### src/rtl/load_align_unit.sv
// Load alignment unit: issues one word-aligned memory read per load and returns
// the addressed byte/halfword/word sign- or zero-extended, or a fault.
module load_align_unit #(
    parameter int unsigned TIMEOUT = 16
) (
    input  logic        clk,
    input  logic        reset,
    input  logic        loadReq,
    input  logic [2:0]  loadSrc,
    input  logic [31:0] loadAddress,
    output logic        loadReady,
    output logic        memReq,
    output logic [31:0] memAddr,
    input  logic        memAck,
    input  logic [31:0] memRdata,
    output logic        loadValid,
    output logic [31:0] loadData,
    output logic        loadFault
);

    typedef enum logic [1:0] {IDLE, WAIT, DONE} state_t;

    localparam int CW = (TIMEOUT > 1) ? $clog2(TIMEOUT + 1) : 1;
    localparam logic [CW-1:0] TO_LIM = CW'(TIMEOUT);

    state_t        state_q, state_d;
    logic [2:0]    src_q, src_d;
    logic [1:0]    off_q, off_d;
    logic [31:0]   addr_q, addr_d;
    logic [CW-1:0] cnt_q, cnt_d;
    logic [31:0]   data_q, data_d;
    logic          fault_q, fault_d;

    logic          req_legal;
    logic [7:0]    byte_sel;
    logic [15:0]   half_sel;
    logic [31:0]   ext_word;

    // Halfwords must be 2-byte aligned, words 4-byte aligned; codes 011/110/111 are illegal.
    always_comb begin
        req_legal = 1'b0;
        case (loadSrc)
            3'b000, 3'b100: req_legal = 1'b1;
            3'b001, 3'b101: req_legal = ~loadAddress[0];
            3'b010:         req_legal = (loadAddress[1:0] == 2'b00);
            default:        req_legal = 1'b0;
        endcase
    end

    // Extraction works on the live memRdata and is only committed on the ack cycle.
    always_comb begin
        byte_sel = 8'h00;
        case (off_q)
            2'd0: byte_sel = memRdata[7:0];
            2'd1: byte_sel = memRdata[15:8];
            2'd2: byte_sel = memRdata[23:16];
            2'd3: byte_sel = memRdata[31:24];
            default: byte_sel = 8'h00;
        endcase
        half_sel = off_q[1] ? memRdata[31:16] : memRdata[15:0];
        ext_word = memRdata;
        case (src_q)
            3'b000:  ext_word = {{24{byte_sel[7]}}, byte_sel};
            3'b100:  ext_word = {24'h000000, byte_sel};
            3'b001:  ext_word = {{16{half_sel[15]}}, half_sel};
            3'b101:  ext_word = {16'h0000, half_sel};
            default: ext_word = memRdata;
        endcase
    end

    // Handshakes: a load is taken on a rising edge with loadReq=1 and loadReady=1;
    // memory completes on a rising edge with memReq=1 and memAck=1 (memRdata valid
    // then); loadValid is a one-cycle pulse with no back-pressure from the core.
    always_comb begin
        state_d = state_q;
        src_d   = src_q;
        off_d   = off_q;
        addr_d  = addr_q;
        cnt_d   = cnt_q;
        data_d  = data_q;
        fault_d = fault_q;
        case (state_q)
            IDLE: begin
                if (loadReq) begin
                    src_d  = loadSrc;
                    off_d  = loadAddress[1:0];
                    addr_d = {loadAddress[31:2], 2'b00};
                    cnt_d  = '0;
                    if (req_legal) begin
                        state_d = WAIT;
                        fault_d = 1'b0;
                    end else begin
                        state_d = DONE;
                        fault_d = 1'b1;
                        data_d  = 32'h0;
                    end
                end
            end
            WAIT: begin
                if (memAck) begin
                    state_d = DONE;
                    data_d  = ext_word;
                    fault_d = 1'b0;
                end else if (TIMEOUT != 0) begin
                    cnt_d = cnt_q + 1'b1;
                    if ((cnt_q + 1'b1) == TO_LIM) begin
                        state_d = DONE;
                        fault_d = 1'b1;
                        data_d  = 32'h0;
                    end
                end
            end
            DONE: begin
                state_d = IDLE;
            end
            default: begin
                state_d = IDLE;
            end
        endcase
    end

    always_ff @(posedge clk or posedge reset) begin
        if (reset) begin
            state_q <= IDLE;
            src_q   <= 3'b000;
            off_q   <= 2'b00;
            addr_q  <= 32'h0;
            cnt_q   <= '0;
            data_q  <= 32'h0;
            fault_q <= 1'b0;
        end else begin
            state_q <= state_d;
            src_q   <= src_d;
            off_q   <= off_d;
            addr_q  <= addr_d;
            cnt_q   <= cnt_d;
            data_q  <= data_d;
            fault_q <= fault_d;
        end
    end

    assign loadReady = (state_q == IDLE);
    assign memReq    = (state_q == WAIT);
    assign loadValid = (state_q == DONE);
    assign memAddr   = addr_q;
    assign loadData  = data_q;
    assign loadFault = fault_q;

endmodule

### config.mk
export PLATFORM = sky130hd
export DESIGN_NAME = load_align_unit
export DESIGN_NICKNAME = d
export VERILOG_FILES = /design/src/rtl/load_align_unit.sv
export SDC_FILE = /design/constraint.sdc
export NUM_CORES = 1
export LEC_CHECK = 0
export CAP_MARGIN = 20
export CORE_ASPECT_RATIO = 1.25
export CORE_MARGIN = 2
export CORE_UTILIZATION = 43
export DETAILED_ROUTE_END_ITERATION = 6
export PLACE_DENSITY = 0.78
export SYNTH_ARGS = -nofsm -noshare
export SYNTH_HDL_FRONTEND = slang
export SYNTH_SLANG_ARGS = --single-unit
### constraint.sdc
create_clock -name clk -period 2.4 [get_ports clk]
set_input_delay 0.24 -clock clk [delete_from_list [all_inputs] [get_ports clk]]
set_output_delay 0.24 -clock clk [all_outputs]
set_load 0.005 [all_outputs]
==> impl_metrics.json <==
{
  "status": "finished clean",
  "setup_tns_ns": 0,
  "first_pass_iters": 4,
  "synth_most_common_cell": "dfrtp_1",
  "cts_setup_buffers": 0,
  "fin_skew_ns": 0.00765,
  "top_layer_used": "met4",
  "synth_edf_count": 0,
  "m1WireLength_um": 3830,
  "setup_viol": 0,
  "cts.reportedPaths.clkPinSlew_ns": 0.08,
  "cp_data_required_time_ns": 2.16,
  "drv_slew": 0,
  "synth_common_cells": "dfrtp_1, mux2_2, o21ai_0, o2bb2ai_1, nand2_1",
  "cts_made_buffers": 9,
  "critPathTopFamily": "buffers and inverters",
  "grt_pass1_vias": 3010,
  "portBuffers": 136,
  "syn-mean-instance-area_um2": 11.8,
  "diodes": 0,
  "synthTopCellsByArea": "dfrtp_1, mux2_2, o2bb2ai_1, o21ai_0, a22o_1",
  "die_w_um": 83.9,
  "crit_chain": "nor2b_1 -> clkdlybuf4s50_1",
  "ys_warn_count": 0,
  "dieArea_mm2": 0.00872,
  "drive_gt1_share_pct": 14.8,
  "num_vias": 2935,
  "worst_path_max_delay_cell": "clkdlybuf4s50_1",
  "start_util_pct": 44.1,
  "postRouteAntennaNets": 0,
  "p_total_mw": 4.89,
  "cp.arrival_ns": 1.78,
  "hold_violations": 0,
  "grt_max_degree": 46,
  "gp_congestion": 0.888,
  "clock_sinks": 75,
  "fmax_ghz": 0.495,
  "drtIter0Drc": 177,
  "synth_flop_cell": "dfrtp_1",
  "syn_to_final_growth_pct": 49.2,
  "cts_buffer_depth": 2,
  "critical_path_buf_inv_count": 1,
  "worstPathMaxFanout": 7,
  "timing.max_cap.violations": 0,
  "end_kind": "primary output",
  "yosysTopAreaCellShare_pct": 54.6,
  "hold_buffers": 0,
  "async_flop_share_pct": 100,
  "clock_latency_ns": 0.36,
  "final.period_utilization_pct": 84.2,
  "rsz0062_at_grt": "false",
  "wl_met2_um": 4630,
  "yosysTopAreaCell": "dfrtp_1",
  "routedWlPerCell_um": 18.0,
  "fillers": 594,
  "wl_um": 9380,
  "num_rows": 36,
  "route.met3.wl_um": 599,
  "die_height_um": 104,
  "dp_hpwl_um": 6820,
  "pin_count": 139,
  "core_mm2": 0.00779,
  "synthCells": 290,
  "power_per_cell_area_mw_per_mm2": 954,
  "gr-usage-all-layers_pct": 22.0,
  "cts-resized-gates": 0,
  "antenna_found_initial": 0,
  "ys_seq_elements": 75,
  "tritoncts": "built",
  "overflow": 0,
  "maxSlewHeadroom_pct": 54.5,
  "vias_per_cell": 5.63,
  "power_leakage_nw": 2.07,
  "drc": 0,
  "cp-start-kind": "register",
  "grt_pass1_wl_um": 15300,
  "worst_pin_slew_ns": 0.682,
  "root_buffer": "clkbuf_8",
  "syn_area_mm2": 0.00343,
  "yosysSeqAreaShare_pct": 54.6,
  "htreeDepth": 3,
  "synth_cell_types": 37,
  "hp-class": "in -> async",
  "nNetsFinal": 493,
  "min_period_ns": 2.02,
  "max_stage_delay_ns": 0.60,
  "vdd_ir_drop_max_mv": 0.562,
  "path_class": "reg -> out"
}
worst paths after layout:
path / endpoint / cells after the start / startpoint / slack (ns)
max: memReq / 2 / state_q[0]$_DFFE_PP0P_ / 0.38
min: memAddr[10]$_DFFE_PP0P_ / 2 / reset / 0.30
max reg2reg: loadData[18]$_DFFE_PP0P_ / 4 / off_q[1]$_DFFE_PP0P_ / 0.47
min reg2reg: loadData[6]$_DFFE_PP0P_ / 1 / loadData[6]$_DFFE_PP0P_ / 0.49
max in group asynchronous: loadData[17]$_DFFE_PP0P_ / 3 / reset / 1.44
min in group clk: src_q[2]$_DFFE_PP0P_ / 3 / loadSrc[2] / 0.48
layer usage:
layer  track usage, %  vias up
met2             34.9      133
met5                0        -
met1             28.4     1436
met3             5.16       33
li1                 -     1333
met4             10.6        0
logic make-up (layout without fill, tap and decap cells):
group / Yosys count / after routing / synth area share [%]
compound gates: 94 / 94 / 19.5
xor+xnor: 2 / 2 / 0.510
fa+ha+maj: 1 / 1 / 0.364
buf+inv: 27 / 162 / 3.82
flops: 75 / 75 / 54.6
mux: 43 / 43 / 14.3
other cells: 1 / 2 / 0.109
simple gates: 47 / 47 / 6.74
cells in the final DEF (no fill, tap or decap), types with 3 or more instances in the layout:
cell,count
o22ai_1,8
buf_4,3
dfrtp_1,75
nor3b_1,4
a22o_1,8
a2bb2oi_1,7
clkdlybuf4s50_1,136
o221ai_1,3
nand2_1,15
nor2b_1,4
o2bb2ai_1,25
inv_1,3
mux2i_1,7
o21ai_0,30
buf_12,3
clkbuf_8,10
mux2_2,34
nor2_1,12
a21oi_1,8
report_power, final:
group	switching [mW]	total [mW]	internal, mW
sequential	0.271	1.91	1.64
clock	0.481	1.09	0.613
combinational	0.723	1.88	1.16
total	1.48	4.89	3.41
per-stage QoR:
step	hold WS, ns	setup slack (ns)	cell area (um^2)	instances	util [%]
6_report	0.297	0.379	5120	521	65.8
5_1_grt	0.379	0.224	5120	521	65.8
4_1_cts	0.323	0.365	5120	521	65.8
3_5_place_dp	0.474	0.186	4900	505	62.8
3_3_place_gp	0.472	0.246	4900	505	62.8
2_1_floorplan	0.357	0.250	3440	291	-
flip-flops by register name, indices dropped and copies added, names as in the netlist:
register / flops
cnt_q: 5
loadData: 32
loadFault: 1
memAddr: 30
off_q: 2
src_q: 3
state_q: 2
layout make-up:
| type | instances | area, um^2 | area share, % |
|---|---|---|---|
| Sequential cell | 75 | 1880 | 36.6 |
| Clock buffer | 10 | 138 | 2.69 |
| Tap cell | 95 | 119 | 2.32 |
| Inverter | 4 | 15.0 | 0.293 |
| Clock inverter | 6 | 88.8 | 1.73 |
| Multi-Input combinational cell | 189 | 1440 | 28.2 |
| Timing Repair Buffer | 142 | 1440 | 28.2 |
No activity file was read; power rests on OpenSTA's default activity.
